`src/rtl/instr_encode_loader.sv`:
```
// Instruction encoder/loader: packs field-level instruction beats into the
// 16-bit datapath format and writes them to instruction memory from a base
// address, one write every two clocks.
module instr_encode_loader #(
    parameter int unsigned DEPTH = 512,
    parameter int unsigned CNT_W = 10
) (
    input  logic             clk,
    input  logic             rst,
    input  logic             start,
    input  logic [15:0]      baseAddr,
    input  logic             inValid,
    output logic             inReady,
    input  logic [2:0]       inOpcode,
    input  logic [3:0]       inDr,
    input  logic [3:0]       inSr1,
    input  logic [3:0]       inSr2Imm,
    input  logic             inImmSel,
    input  logic [12:0]      inAddr,
    input  logic             inLast,
    output logic [15:0]      imemAddr,
    output logic [15:0]      imemData,
    output logic             imemWrite,
    output logic             busy,
    output logic             done,
    output logic             overflow,
    output logic             fieldErr,
    output logic [CNT_W-1:0] wordCount
);

    typedef enum logic [1:0] {
        S_IDLE,
        S_ACCEPT,
        S_WRITE,
        S_DONE
    } state_t;

    localparam logic [CNT_W:0] DEPTH_W = (CNT_W+1)'(DEPTH);
    localparam logic [CNT_W:0] ONE_W   = (CNT_W+1)'(1);

    state_t           state_q, state_d;
    logic [15:0]      ptr_q, ptr_d;
    logic [15:0]      lastAddr_q, lastAddr_d;
    logic [15:0]      word_q, word_d;
    logic             last_q, last_d;
    logic             overflow_q, overflow_d;
    logic             fieldErr_q, fieldErr_d;
    logic [CNT_W-1:0] count_q, count_d;
    logic [CNT_W:0]   countNext;
    logic [15:0]      enc;
    logic             badAddr;

    // Pack the incoming beat into the datapath instruction format.
    always_comb begin
        enc        = '0;
        enc[15:13] = inOpcode;
        case (inOpcode)
            3'b000: enc[12:0] = inAddr;
            3'b001, 3'b010, 3'b011: begin
                enc[12:9] = inDr;
                enc[8:5]  = inSr1;
                enc[4:1]  = inSr2Imm;
                enc[0]    = inImmSel;
            end
            3'b100, 3'b101: begin
                enc[12:9] = inDr;
                enc[8:0]  = inAddr[8:0];
            end
            default: enc[12:9] = inDr;
        endcase
        badAddr = ((inOpcode == 3'b100) || (inOpcode == 3'b101)) && (inAddr[12:9] != 4'b0000);
    end

    // Session sequencing: next state and register updates.
    always_comb begin
        state_d    = state_q;
        ptr_d      = ptr_q;
        lastAddr_d = lastAddr_q;
        word_d     = word_q;
        last_d     = last_q;
        overflow_d = overflow_q;
        fieldErr_d = fieldErr_q;
        count_d    = count_q;
        countNext  = {1'b0, count_q} + ONE_W;
        case (state_q)
            S_IDLE: begin
                if (start) begin
                    count_d    = '0;
                    overflow_d = 1'b0;
                    fieldErr_d = 1'b0;
                    ptr_d      = baseAddr;
                    state_d    = S_ACCEPT;
                end
            end
            S_ACCEPT: begin
                if (inValid) begin
                    if (badAddr) begin
                        fieldErr_d = 1'b1;
                        state_d    = inLast ? S_DONE : S_ACCEPT;
                    end else begin
                        word_d  = enc;
                        last_d  = inLast;
                        state_d = S_WRITE;
                    end
                end
            end
            S_WRITE: begin
                ptr_d      = ptr_q + 16'd1;
                lastAddr_d = ptr_q;
                count_d    = countNext[CNT_W-1:0];
                if (last_q) begin
                    state_d = S_DONE;
                end else if (countNext == DEPTH_W) begin
                    overflow_d = 1'b1;
                    state_d    = S_DONE;
                end else begin
                    state_d = S_ACCEPT;
                end
            end
            default: state_d = S_IDLE;
        endcase
    end

    // State and datapath registers with asynchronous reset.
    always_ff @(posedge clk or posedge rst) begin
        if (rst) begin
            state_q    <= S_IDLE;
            ptr_q      <= '0;
            lastAddr_q <= '0;
            word_q     <= '0;
            last_q     <= 1'b0;
            overflow_q <= 1'b0;
            fieldErr_q <= 1'b0;
            count_q    <= '0;
        end else begin
            state_q    <= state_d;
            ptr_q      <= ptr_d;
            lastAddr_q <= lastAddr_d;
            word_q     <= word_d;
            last_q     <= last_d;
            overflow_q <= overflow_d;
            fieldErr_q <= fieldErr_d;
            count_q    <= count_d;
        end
    end

    // Address shows the live pointer while writing, else the last written address.
    assign inReady   = (state_q == S_ACCEPT);
    assign imemWrite = (state_q == S_WRITE);
    assign busy      = (state_q != S_IDLE);
    assign done      = (state_q == S_DONE);
    assign imemAddr  = imemWrite ? ptr_q : lastAddr_q;
    assign imemData  = word_q;
    assign overflow  = overflow_q;
    assign fieldErr  = fieldErr_q;
    assign wordCount = count_q;

endmodule
```
`config.mk`:
```
export PLATFORM = sky130hd
export DESIGN_NAME = instr_encode_loader
export DESIGN_NICKNAME = d
export VERILOG_FILES = /design/src/rtl/instr_encode_loader.sv
export SDC_FILE = /design/constraint.sdc
export NUM_CORES = 1
export LEC_CHECK = 0
export ABC_CLOCK_PERIOD_IN_PS = 2050
export BUFFER_PORTS_ARGS = -buffer_cell sky130_fd_sc_hd__buf_4
export CAP_MARGIN = 20
export CORE_MARGIN = 2
export CORE_UTILIZATION = 35
export CTS_CLUSTER_SIZE = 16
export DETAILED_ROUTE_END_ITERATION = 10
export SKIP_LAST_GASP = 1
export SLEW_MARGIN = 30
export SYNTH_ARGS = -nofsm -noshare
export SYNTH_HDL_FRONTEND = slang
export SYNTH_SLANG_ARGS = --single-unit
```
`constraint.sdc`:
```
create_clock -name clk -period 2.05 [get_ports clk]
set_input_delay 0.3075 -clock clk [delete_from_list [all_inputs] [get_ports clk]]
set_output_delay 0.3075 -clock clk [all_outputs]
set_load 0.02 [all_outputs]
```
# ---- Word level (Yosys, flattened, before mapping)
# Index checks and enable logic that the tools add are counted.
dict set report classes {
  n_addsub 2
  multipliers 0
  n_div 0
  order_cmp 0
  eq_ne 14
  n_shift 0
  n_mux 21
  bitwise_logic 1
  n_reduce_logical 15
}
# op count
set ops {}
lappend ops {{$mux W16} 2}
lappend ops {{$pmux W16 S2} 1}
lappend ops {{$pmux W10 S2} 1}
lappend ops {{$pmux W9 S2} 1}
lappend ops {{$add A16 B1 Y16 const B} 1}
lappend ops {{$mux W2} 6}
lappend ops {{$add A10 B1 Y11 const B} 1}
lappend ops {{$eq A11 B10 Y1 const B} 1}
lappend ops {{$mux W10} 1}
lappend ops {{$reduce_and A4 Y1} 2}
lappend ops {{$eq A3 B2 Y1 const B} 2}
lappend ops {{$eq A3 B3 Y1 const B} 2}
lappend ops {{$ne A2 B2 Y1 const B} 3}
lappend ops {{$pmux W2 S3} 1}
lappend ops {{$reduce_bool A2 Y1} 3}
lappend ops {{$reduce_or A3 Y1} 2}
lappend ops {{$mux W1} 5}
lappend ops {{$eq A2 B2 Y1 const B} 2}
lappend ops {{$mux W4} 1}
lappend ops {{$ne A2 B1 Y1 const B} 2}
lappend ops {{$pmux W1 S2} 2}
lappend ops {{$reduce_and A2 Y1} 2}
lappend ops {{$reduce_bool A4 Y1} 1}
lappend ops {{$eq A3 B1 Y1 const B} 1}
lappend ops {{other kinds (7)} 7}
dict set report totals {
  register_bits 63
  latch_bits 0
  ram_bits 0
  rom_bits 0
  in_bits 50
  out_inout_bits 48
  elab_cells 61
  memories 0
}

# ---- Longest topological paths before layout
# Gate-level depths: netlist of run 1.
dict set report depth {
  depth_word 6
  mapped_depth 8
  mapped_depth_nobuf 6
}

# ---- Least setup slack after synthesis of run 1
# No wires, ideal clock.
dict set report synth_timing {
  path_type {register to register}
  from {register count_q[0], in the netlist wordCount[0]}
  to {register overflow_q, in the netlist overflow}
  setup_ns 0.095
  arrival_time_ns 1.730
  required_ns 1.955
  slack_ns 0.225
  stages_incl_launch_ff 8
  n_path_buf 1
  period_less_slack_ns 1.825
  cell_sequence {dfrtp_1 ha_1 and4_1 and2_1 buf_6 o22ai_2 a32oi_1 o31ai_1}
}
dict set report synth_via {
  elab_chain_len 4
}
# item line
set synth_lines {}
lappend synth_lines {{start, declared} 48} ;# logic [CNT_W-1:0] count_q, count_d;
lappend synth_lines {{start signal, assigned} 143} ;# count_q <= count_d;
lappend synth_lines {{$add A10 B1 Y11} 84} ;# countNext = {1'b0, count_q} + ONE_W;
lappend synth_lines {{$eq A11 B10 Y1} 113} ;# end else if (countNext == DEPTH_W) begin
lappend synth_lines {{$ne A2 B1 Y1 (no line)} n/a}
lappend synth_lines {{$reduce_and A4 Y1 (no line)} n/a}
lappend synth_lines {{end signal, assigned} 141} ;# overflow_q <= overflow_d;
lappend synth_lines {{end, declared} 46} ;# logic overflow_q, overflow_d;
# Every way passes these cells.
# A chain may end at the register's enable or synchronous reset.

# ---- Worst setup path after layout of run 1
dict set report layout_timing {
  from {register state_q[0]}
  to {output port imemAddr[13]}
}
dict set report layout_via {
  elab_chain_len 2
}
# item line
set layout_lines {}
lappend layout_lines {{start, declared} 41} ;# state_t state_q, state_d;
lappend layout_lines {{start signal, assigned} 136} ;# state_q <= state_d;
lappend layout_lines {{$eq A2 B2 Y1} 149} ;# assign imemWrite = (state_q == S_WRITE);
lappend layout_lines {{$mux W16} n/a}
lappend layout_lines {{end, declared} 21} ;# output logic [15:0] imemAddr,
# Every way passes these cells.

==> results of run 1 <==
state kept, by name, summed over array words and instances, names as in the netlist:
signal      cells
fieldErr        1
imemData       16
lastAddr_q     16
last_q          1
overflow        1
ptr_q          16
state_q         2
wordCount      10
stage by stage:
step	cells	cell area (um^2)	power (mW)	worst slack [ps]
2_1_floorplan	341	3180	3.79	173
3_3_place_gp	540	4050	4.85	251
3_5_place_dp	540	4050	4.90	224
4_1_cts	557	4270	6.06	5.58
5_1_grt	560	4300	6.46	17.2
6_report	560	4300	6.01	214
critical path: cells and delay by family (launching register included):
kind | cells | cell delay (ps)
DFF | 1 | 430
and+or+nand+nor | 1 | 200
buffers and inverters | 2 | 360
AOI/OAI and AO/OA | 1 | 210
cell usage after synthesis (all sizes together):
cell type,number,area (um^2)
a211oi,5,37.5
a21oi,11,55.1
a22oi,9,67.6
a2bb2o,2,40.0
a311oi,2,17.5
a31oi,3,18.8
a32oi,1,8.76
and2,2,12.5
and3,4,26.3
and4,4,35.0
and4b,1,11.3
buf,16,96.3
clkbuf,3,13.8
dfrtp,63,1580
ha,2,25.0
inv,7,26.3
mux2,3,33.8
mux2i,6,60.1
nand2,81,304
nand2b,4,40.0
nand3,15,90.1
nand4,4,31.3
nor2,21,86.3
nor2b,2,12.5
nor3,4,20.0
nor4,2,27.5
o2111ai,1,8.76
o211ai,7,52.6
o21ai,40,204
o221a,3,33.8
o221ai,1,8.76
o22ai,1,12.5
o31ai,5,37.5
or2,2,12.5
or3,1,6.26
xnor2,1,8.76
xor2,2,17.5
logic make-up after synthesis:
group | count (synthesis)
compound gates | 91
flops | 63
mux | 9
buf+inv | 26
xor+xnor | 3
fa+ha+maj | 2
simple gates | 147
final cells by class:
type,instances,share of cell area (%)
repair buffers,114,20.6
clock buffers,13,3.93
clock inverters,3,0.932
flip-flops and latches,63,36.7
multi-input cells,252,34.1
inverters,7,0.611
well taps,108,3.14
repair_timing:
item	in CTS	in global routing
endpoints found under the setup margin	15	9
hold buffers	1	0
buffers inserted	0	3
gates resized for setup	1	2
endpoints found under the hold margin	16	0
pin swaps	0	0
power groups by stage:
stage | Clock [mW] | Sequential (mW) | Combinational (mW)
after floorplan | 0 | 2.21 | 1.59
after global placement | 0 | 2.14 | 2.70
after detailed placement | 0 | 2.15 | 2.75
after CTS | 1.17 | 2.14 | 2.75
after global routing | 1.22 | 2.22 | 3.02
final | 1.13 | 2.14 | 2.74
per-layer routing:
| metal | up-vias | share of wire, % |
|---|---|---|
| met5 | - | 0 |
| met4 | 0 | 0.69 |
| met3 | 7 | 8.0 |
| met2 | 91 | 45 |
| met1 | 1337 | 46 |
| li1 | 1427 | - |
path summary, 6_finish.rpt:
check | from | endpoint | slack, ps | cells after the start
worst max-delay path | state_q[0] | imemAddr[13] | 210 | 4
worst min-delay path | baseAddr[10] | ptr_q[10] | 190 | 3
worst max register to register | ptr_q[0] | ptr_q[10] | 210 | 6
worst min register to register | lastAddr_q[15] | lastAddr_q[15] | 470 | 2
max in group asynchronous | rst | lastAddr_q[5] | 950 | 4
min in group asynchronous | rst | imemData[4] | 520 | 3
==> reports/metrics.csv, run 1 <==
stage;metric;value;unit
place;port_buffers;97;
clock_network;insertion_delay;340;ps
global_route;use_met3;4.36;%
power_and_ir_drop;combPwrFrac;45.6;%
power_and_ir_drop;max-vdd-ir-drop;0.698;mV
die;pin_count;98;
synthesis;synth_top_family_by_area;simple AND/OR/NAND/NOR gates;
global_route;antenna_found_initial;0;
hold_path;hp-class;in -> reg;
finish;final_net_count;499;
setup_path;crit_path_max_fanout;10;
global_route;use_met2;25.7;%
clock_network;clock_path_buffers;2;
global_route;grt_max_degree;48;
timing;period_share;89.5;%
detailed_routing;dr.first_iter.drc_count;122;
clock_network;cts_made_buffers;9;
place;gp_congestion;0.821;
finish;fin_util;49.0;%
die;dieArea;9850;um^2
place;dp_hpwl;5740;um
setup_path;start_kind;flip-flop;
die;std_cell_rows;34;
setup_path;cp.arrival;1530;ps
synthesis;synthSimpleGateAreaFrac;22.5;%
synthesis;synth-seq-area-share;49.6;%
synthesis;synthAdderAreaFrac;0.788;%
finish;final_common_cell;buf_4;
setup_path;slowest_delay;430;ps
synthesis;synth_compound_area_share;19.0;%
power_and_ir_drop;switchingPower;2.43;mW
detailed_routing;dr.pass1.iters;4;
finish;final_cell_mix;buf_4, nand2_1, dfrtp_1;
global_route;grt_pass1_wl;13500;um
finish;final-seq-area;1580;um^2
power_and_ir_drop;clock_power_share;18.8;%
global_route;top_usage_layer;met2;
synthesis;netlist_area;3180;um^2
timing;max_clock_freq;545;MHz
clock_network;cts_max_level;3;
clock_network;cts_tree;done;
clock_network;root_buffer;clkbuf_8;
setup_path;end_kind;output port;
power_and_ir_drop;seq_power_share;35.6;%
power_and_ir_drop;power_density;1400;nW/um^2
finish;multi_input_area;1470;um^2
power_and_ir_drop;swShare;40.4;%
timing;fin_crit;1840;ps
global_route;track_usage;16.7;%
synthesis;syn_nets;393;
detailed_routing;vias_per_cell;5.11;
detailed_routing;wl_per_cell;14.2;um
timing;skew;8.22;ps
detailed_routing;ant_nets;0;
detailed_routing;drc;0;
finish;syn2layout_area_growth;35.3;%
timing;relSlewSlack;62.9;%
status;outcome;finished clean;
job;drv_cap;0;
timing;tns;0;ps
timing;worst_pin_slew;554;ps
global_route;grt_overflow;0;
finish;num-fill-cells;845;
synthesis;synthMuxAreaShare;2.95;%
synthesis;synth_xor_xnor_area_share;0.827;%
synthesis;yosys_warnings;0;
die;core_area;8760;um^2
setup_path;cp_slowest_cell;dfrtp_1;
clock_network;clkTransAtPathRegs;70;ps
timing;report.final.setup_viol;0;
global_route;first_global_vias;2776;
synthesis;avgSynthCellArea;9.32;um^2
power_and_ir_drop;p_int;3.58;mW
setup_path;crit_chain;nand2b_4, buf_4, o21ai_0, buf_4;
clock_network;cts_sinks;63;
synthesis;ys_seq_elements;63;
die;die_w;99.3;um
detailed_routing;dr_total_vias;2862;
timing;holdWs;193;ps
timing;rsz0062_at_grt;no;
timing;slew_violations;0;
global_route;global_route.usage.met1;23.2;%
finish;num_antenna_cells;0;
setup_path;setup.worst_path.class;reg -> out;
finish;drive_gt1_share;33.8;%
synthesis;ys_types;51;
timing;hold_viol_final;0;
setup_path;critPathMostFrequentCell;buf_4;
synthesis;netlist_instances;341;
die;start_util;36.3;%
detailed_routing;routed_wl;7950;um
die;die_h;99.3;um
setup_path;cp.required;1740;ps
power_and_ir_drop;leakage;2.06;nW
Note: power is estimated with default switching activity, not from simulation.
==> inputs of run 2 (changes only) <==
--- a/config.mk
+++ b/config.mk
@@ -12,6 +12,7 @@
 export CORE_UTILIZATION = 35
 export CTS_CLUSTER_SIZE = 16
 export DETAILED_ROUTE_END_ITERATION = 10
+export GPL_TIMING_DRIVEN = 0
 export SKIP_LAST_GASP = 1
 export SLEW_MARGIN = 30
 export SYNTH_ARGS = -nofsm -noshare
==> reports/metrics.csv, run 2 (same netlist as run 1, synthesis figures left out) <==
stage;metric;value;unit;change
setup_path;crit_path_max_fanout;10;;unchanged
power_and_ir_drop;leakage;2.09;nW;was 2.06 nW
setup_path;cp_top_family;buffers and inverters;;was flip-flops
die;die_h;99.3;um;unchanged
timing;rsz0062_at_grt;yes;;was no
setup_path;setup.worst_path.class;reg -> out;;unchanged
detailed_routing;dr.first_iter.drc_count;166;;was 122
finish;drive_gt1_share;34.1;%;was 33.8%
timing;hold_viol_final;0;;unchanged
clock_network;clkTransAtPathRegs;80;ps;was 70 ps
timing;max_clock_freq;508;MHz;was 545 MHz
finish;num_antenna_cells;0;;unchanged
finish;syn2layout_area_growth;36.9;%;was 35.3%
timing;period_share;96.0;%;was 89.5%
detailed_routing;wl_per_cell;14.7;um;was 14.2 um
timing;worst_pin_slew;715;ps;was 554 ps
setup_path;start_kind;flip-flop;;unchanged
setup_path;cp_slowest_cell;dfrtp_1;;unchanged
setup_path;end_kind;output port;;unchanged
power_and_ir_drop;max-vdd-ir-drop;0.536;mV;was 0.698 mV
detailed_routing;drc;0;;unchanged
power_and_ir_drop;p_int;3.71;mW;was 3.58 mW
hold_path;hp-class;in -> reg;;unchanged
power_and_ir_drop;clock_power_share;20.4;%;was 18.8%
place;preCtsSetupSlack;4.20;ps;was 224 ps
detailed_routing;ant_nets;0;;unchanged
timing;skew;9.30;ps;was 8.22 ps
setup_path;reg2reg_depth;7;;was 6
global_route;grt_pass1_wl;13700;um;was 13,500 um
clock_network;cts_setup_buffers;0;;unchanged
timing;relSlewSlack;52.3;%;was 62.9%
setup_path;cp.required;1740;ps;about the same
finish;final_common_cell;buf_4;;unchanged
die;std_cell_rows;34;;unchanged
finish;final_cell_mix;buf_4, nand2_1, dfrtp_1;;unchanged
place;dp_hpwl;6040;um;was 5740 um
setup_path;slowest_delay;370;ps;was 430 ps
die;pin_count;98;;unchanged
finish;fin_util;49.6;%;was 49.0%
detailed_routing;dr_total_vias;2872;;was 2,862
global_route;grt_max_degree;48;;unchanged
die;die_w;99.3;um;unchanged
clock_network;cts_max_level;3;;unchanged
setup_path;cp.depth;7;;was 4
clock_network;cts_made_buffers;9;;unchanged
job;drv_cap;0;;unchanged
power_and_ir_drop;swShare;39.9;%;was 40.4%
clock_network;insertion_delay;340;ps;about the same
place;gp_congestion;0.872;;was 0.821
timing;fin_ws;81.1;ps;was 214 ps
die;core_area;8760;um^2;unchanged
timing;report.final.setup_viol;0;;unchanged
detailed_routing;vias_per_cell;5.10;;was 5.11
die;start_util;36.3;%;unchanged
clock_network;cts_tree;done;;unchanged
timing;fin_crit;1970;ps;was 1840 ps
power_and_ir_drop;seq_power_share;33.4;%;was 35.6%
setup_path;reg2reg_slack;160;ps;was 210 ps
timing;slew_violations;0;;unchanged
global_route;track_usage;17.5;%;was 16.7%
hold_path;min_path_cells;3;;unchanged
global_route;first_global_vias;2777;;was 2,776
finish;final_net_count;503;;was 499
global_route;grt_overflow;0;;unchanged
die;dieArea;9850;um^2;unchanged
detailed_routing;dr.pass1.iters;5;;was 4
finish;num-fill-cells;848;;was 845
power_and_ir_drop;combPwrFrac;46.1;%;was 45.6%
detailed_routing;routed_wl;8290;um;was 7950 um
setup_path;crit_chain;buf_6, nand2b_4, buf_4, buf_6, nand2_1, o21ai_1, buf_4;;was nand2b_4, buf_4, o21ai_0, buf_4
clock_network;cts_sinks;63;;unchanged
status;outcome;finished clean;;unchanged
setup_path;critical_path_buf_inv_count;4;;was 2
power_and_ir_drop;switchingPower;2.46;mW;was 2.43 mW
clock_network;root_buffer;clkbuf_8;;unchanged
place;port_buffers;97;;unchanged
clock_network;clock_path_buffers;2;;unchanged
power_and_ir_drop;power_density;1420;nW/um^2;was 1400 nW/um^2
setup_path;cp.arrival;1660;ps;was 1530 ps
global_route;antenna_found_initial;0;;unchanged
## run 2: changes by cell type in the layout (fill, tap and decap cells not counted), moves of 2 or more
| cell | delta |
|---|---|
| buf_2 | +6 |
| buf_4 | -10 |
| buf_6 | +7 |
| buf_12 | -2 |
| clkbuf_2 | +2 |
## run 2: worst min-delay path, cell delays in order
cell and delay, ps:
buf_4 80, nand3_1 50, nand2_1 60
## run 2: power groups by stage
stage | registers, mW | clock network, mW | logic (mW)
final | 2.06 | 1.26 | 2.85
after global routing | 2.13 | 1.35 | 3.15
after CTS | 2.06 | 1.29 | 2.86
after detailed placement | 2.08 | 0 | 2.82
after global placement | 2.07 | 0 | 2.79
after floorplan | 2.21 | 0 | 1.59
## run 2: final timing paths
check,to,startpoint
min in group asynchronous,imemData[4],rst
max in group asynchronous,ptr_q[14],rst
setup / recovery,imemAddr[12],state_q[1]
hold reg to reg,lastAddr_q[0],lastAddr_q[0]
setup reg to reg,overflow,wordCount[0]
hold / removal,ptr_q[10],baseAddr[10]
## run 2: cell type report
| class | instances | area, um^2 | share of cell area (%) |
|---|---|---|---|
| sequential | 63 | 1580 | 36.2 |
| multi-input combinational | 252 | 1460 | 33.7 |
| timing repair buffer | 99 | 766 | 17.6 |
| clock buffer | 12 | 165 | 3.80 |
| buffer | 19 | 149 | 3.42 |
| tap | 108 | 135 | 3.11 |
| clock inverter | 3 | 65.1 | 1.50 |
| inverter | 7 | 28.8 | 0.662 |
## run 2: repair_timing
item / in CTS / in global routing
endpoints found under the setup margin: 17 / 16
hold buffers: 1 / 0
resized for setup: 11 / 6
pin swaps: 0 / 0
hold endpoints to repair: 16 / 0
## run 2: metrics by stage
step / area (um^2) / cells / hold slack, ps / power [mW] / TNS (ps)
after detailed placement: 4070 / 547 / 268 / 4.90 / 0
final: 4350 / 563 / 195 / 6.17 / 0
after global placement: 4040 / 546 / 458 / 4.85 / -46910
after floorplan: 3180 / 341 / 440 / 3.79 / 0
after global routing: 4350 / 563 / 195 / 6.63 / -104
after CTS: 4330 / 563 / 188 / 6.22 / -78.6
## run 2: metal layers
metal / wire length, um / global-route usage (%) / vias to the layer above / share of wire, %
li1: - / - / 1434 / -
met5: 0 / 0 / - / 0
met4: 116 / 4.95 / 0 / 1.4
met3: 589 / 5.76 / 11 / 7.1
met2: 3740 / 27.0 / 90 / 45
met1: 3840 / 23.7 / 1337 / 46
==> inputs of run 3 (changes only) <==
--- a/config.mk
+++ b/config.mk
@@ -13,6 +13,7 @@
 export CTS_CLUSTER_SIZE = 16
 export DETAILED_ROUTE_END_ITERATION = 10
 export GPL_TIMING_DRIVEN = 0
+export PLACE_DENSITY_LB_ADDON = 0.05
 export SKIP_LAST_GASP = 1
 export SLEW_MARGIN = 30
 export SYNTH_ARGS = -nofsm -noshare
==> reports/metrics.csv, run 3 (same netlist as run 1, synthesis figures left out) <==
stage;metric;value;unit;change
finish;num_antenna_cells;0;;unchanged
global_route;grt_max_degree;33;;was 48
setup_path;start_kind;flip-flop;;unchanged
detailed_routing;ant_nets;0;;unchanged
power_and_ir_drop;max-vdd-ir-drop;0.644;mV;was 0.536 mV
status;outcome;finished clean;;unchanged
setup_path;critPathLaunch;state_q[0];;was state_q[1]
clock_network;cts_sinks;63;;unchanged
clock_network;cts_max_level;3;;unchanged
die;core_area;8760;um^2;unchanged
die;pin_count;98;;unchanged
detailed_routing;vias_per_cell;5.12;;was 5.10
timing;slew_violations;0;;unchanged
power_and_ir_drop;power_density;1420;nW/um^2;about the same
setup_path;setup.worst_path.class;reg -> out;;unchanged
timing;fin_crit;1960;ps;was 1970 ps
setup_path;cp.required;1740;ps;about the same
die;die_w;99.3;um;unchanged
place;dp_hpwl;6180;um;was 6040 um
timing;rsz0062_at_grt;yes;;unchanged
setup_path;cp.arrival;1660;ps;about the same
global_route;track_usage;18.4;%;was 17.5%
clock_network;clkTransAtPathRegs;70;ps;was 80 ps
hold_path;hp-class;in -> reg;;unchanged
timing;holdWs;197;ps;was 195 ps
place;port_buffers;97;;unchanged
timing;period_share;95.8;%;was 96.0%
clock_network;cts_tree;done;;unchanged
setup_path;slowest_delay;400;ps;was 370 ps
clock_network;cts_made_buffers;9;;unchanged
die;start_util;36.3;%;unchanged
power_and_ir_drop;p_total;6.22;mW;was 6.17 mW
detailed_routing;wl_per_cell;15.2;um;was 14.7 um
finish;final_common_cell;buf_4;;unchanged
detailed_routing;dr.pass1.iters;4;;was 5
place;place_area;4060;um^2;was 4070 um^2
timing;hold_viol_final;0;;unchanged
die;dieArea;9850;um^2;unchanged
clock_network;insertion_delay;340;ps;about the same
finish;final_area;4370;um^2;was 4350 um^2
finish;syn2layout_area_growth;37.4;%;was 36.9%
finish;final_net_count;503;;unchanged
setup_path;cp_top_family;buffers and inverters;;unchanged
power_and_ir_drop;leakage;2.09;nW;about the same
clock_network;clock_path_buffers;2;;unchanged
timing;worst_pin_slew;671;ps;was 715 ps
place;gp_congestion;0.802;;was 0.872
timing;fin_ws;86.8;ps;was 81.1 ps
clock_network;root_buffer;clkbuf_8;;unchanged
job;drv_cap;0;;unchanged
global_route;first_global_vias;2892;;was 2,777
hold_path;holdCritStartpoint;baseAddr[10];;unchanged
setup_path;crit_chain;nand2b_4, buf_8, buf_6, o21ai_0, buf_4;;was buf_6, nand2b_4, buf_4, buf_6, nand2_1, o21ai_1, buf_4
finish;drive_gt1_share;34.2;%;was 34.1%
global_route;grt_pass1_wl;14400;um;was 13,700 um
timing;max_clock_freq;509;MHz;was 508 MHz
die;std_cell_rows;34;;unchanged
global_route;grt_overflow;0;;unchanged
setup_path;critical_path_buf_inv_count;3;;was 4
detailed_routing;routed_wl;8580;um;was 8290 um
setup_path;end_kind;output port;;unchanged
timing;report.final.setup_viol;0;;unchanged
detailed_routing;dr.first_iter.drc_count;123;;was 166
detailed_routing;drc;0;;unchanged
finish;fin_util;49.8;%;was 49.6%
place;preCtsSetupSlack;-3.25;ps;was 4.20 ps
global_route;antenna_found_initial;0;;unchanged
timing;skew;8.75;ps;was 9.30 ps
timing;relSlewSlack;54.9;%;was 52.3%
die;die_h;99.3;um;unchanged
setup_path;crit_path_max_fanout;10;;unchanged
finish;final_cell_mix;buf_4, nand2_1, dfrtp_1;;unchanged
setup_path;cp_slowest_cell;dfrtp_1;;unchanged
detailed_routing;dr_total_vias;2887;;was 2,872
setup_path;r2r-start;wordCount[0];;unchanged
[run 3: final timing paths]
path	depth (start not counted)	slack [ps]	end
setup / recovery	5	90	imemAddr[12]
hold / removal	3	200	ptr_q[10]
setup reg to reg	7	170	overflow
hold reg to reg	2	480	lastAddr_q[10]
max in group asynchronous	4	1000	lastAddr_q[0]
min in group asynchronous	3	530	lastAddr_q[14]
[run 3: worst register-to-register path: cells and delay by family, from the launching register on]
| family | cells | cell delay, ps |
|---|---|---|
| adder cells (fa/ha/maj) | 1 | 270 |
| buffers and inverters | 1 | 130 |
| AND/OR/NAND/NOR | 2 | 400 |
| AO/OA/AOI/OAI | 3 | 530 |
| flip-flops | 1 | 470 |
[run 3: power by group]
| part | switching, mW | total [mW] | internal (mW) |
|---|---|---|---|
| logic | 1.67 | 2.90 | 1.23 |
| registers | 0.340 | 2.07 | 1.73 |
| clock network | 0.492 | 1.24 | 0.751 |
[run 3: repair_timing]
item / in CTS / in global routing
pin swaps: 0 / 0
endpoints found under the hold margin: 31 / 0
hold buffers: 1 / 0
endpoints found under the setup margin: 17 / 17
setup buffers: 0 / 0
gates resized for setup: 14 / 10
[run 3: final cells by class]
| type | count | area (um^2) |
|---|---|---|
| multi-input cells | 252 | 1470 |
| plain buffers | 19 | 171 |
| repair buffers | 99 | 758 |
| inverters | 7 | 31.3 |
| clock buffers | 13 | 159 |
| well taps | 108 | 135 |
| clock inverters | 3 | 65.1 |
| fillers | 856 | 4400 |
| flip-flops and latches | 63 | 1580 |
[run 3: routing by layer]
| metal | GRT usage, % | routed length, um | up-vias |
|---|---|---|---|
| met2 | 29.6 | 4150 | 63 |
| met3 | 5.06 | 430 | 7 |
| met1 | 24.8 | 3920 | 1378 |
| met5 | 0 | 0 | - |
| li1 | - | - | 1439 |
| met4 | 4.74 | 77 | 0 |
[run 3: through the flow]
stage	std cells	setup TNS (ps)
6_report	564	0
5_1_grt	564	-21.3
4_1_cts	564	-11.8
3_5_place_dp	547	-3.25
3_3_place_gp	546	-51050
2_1_floorplan	341	0
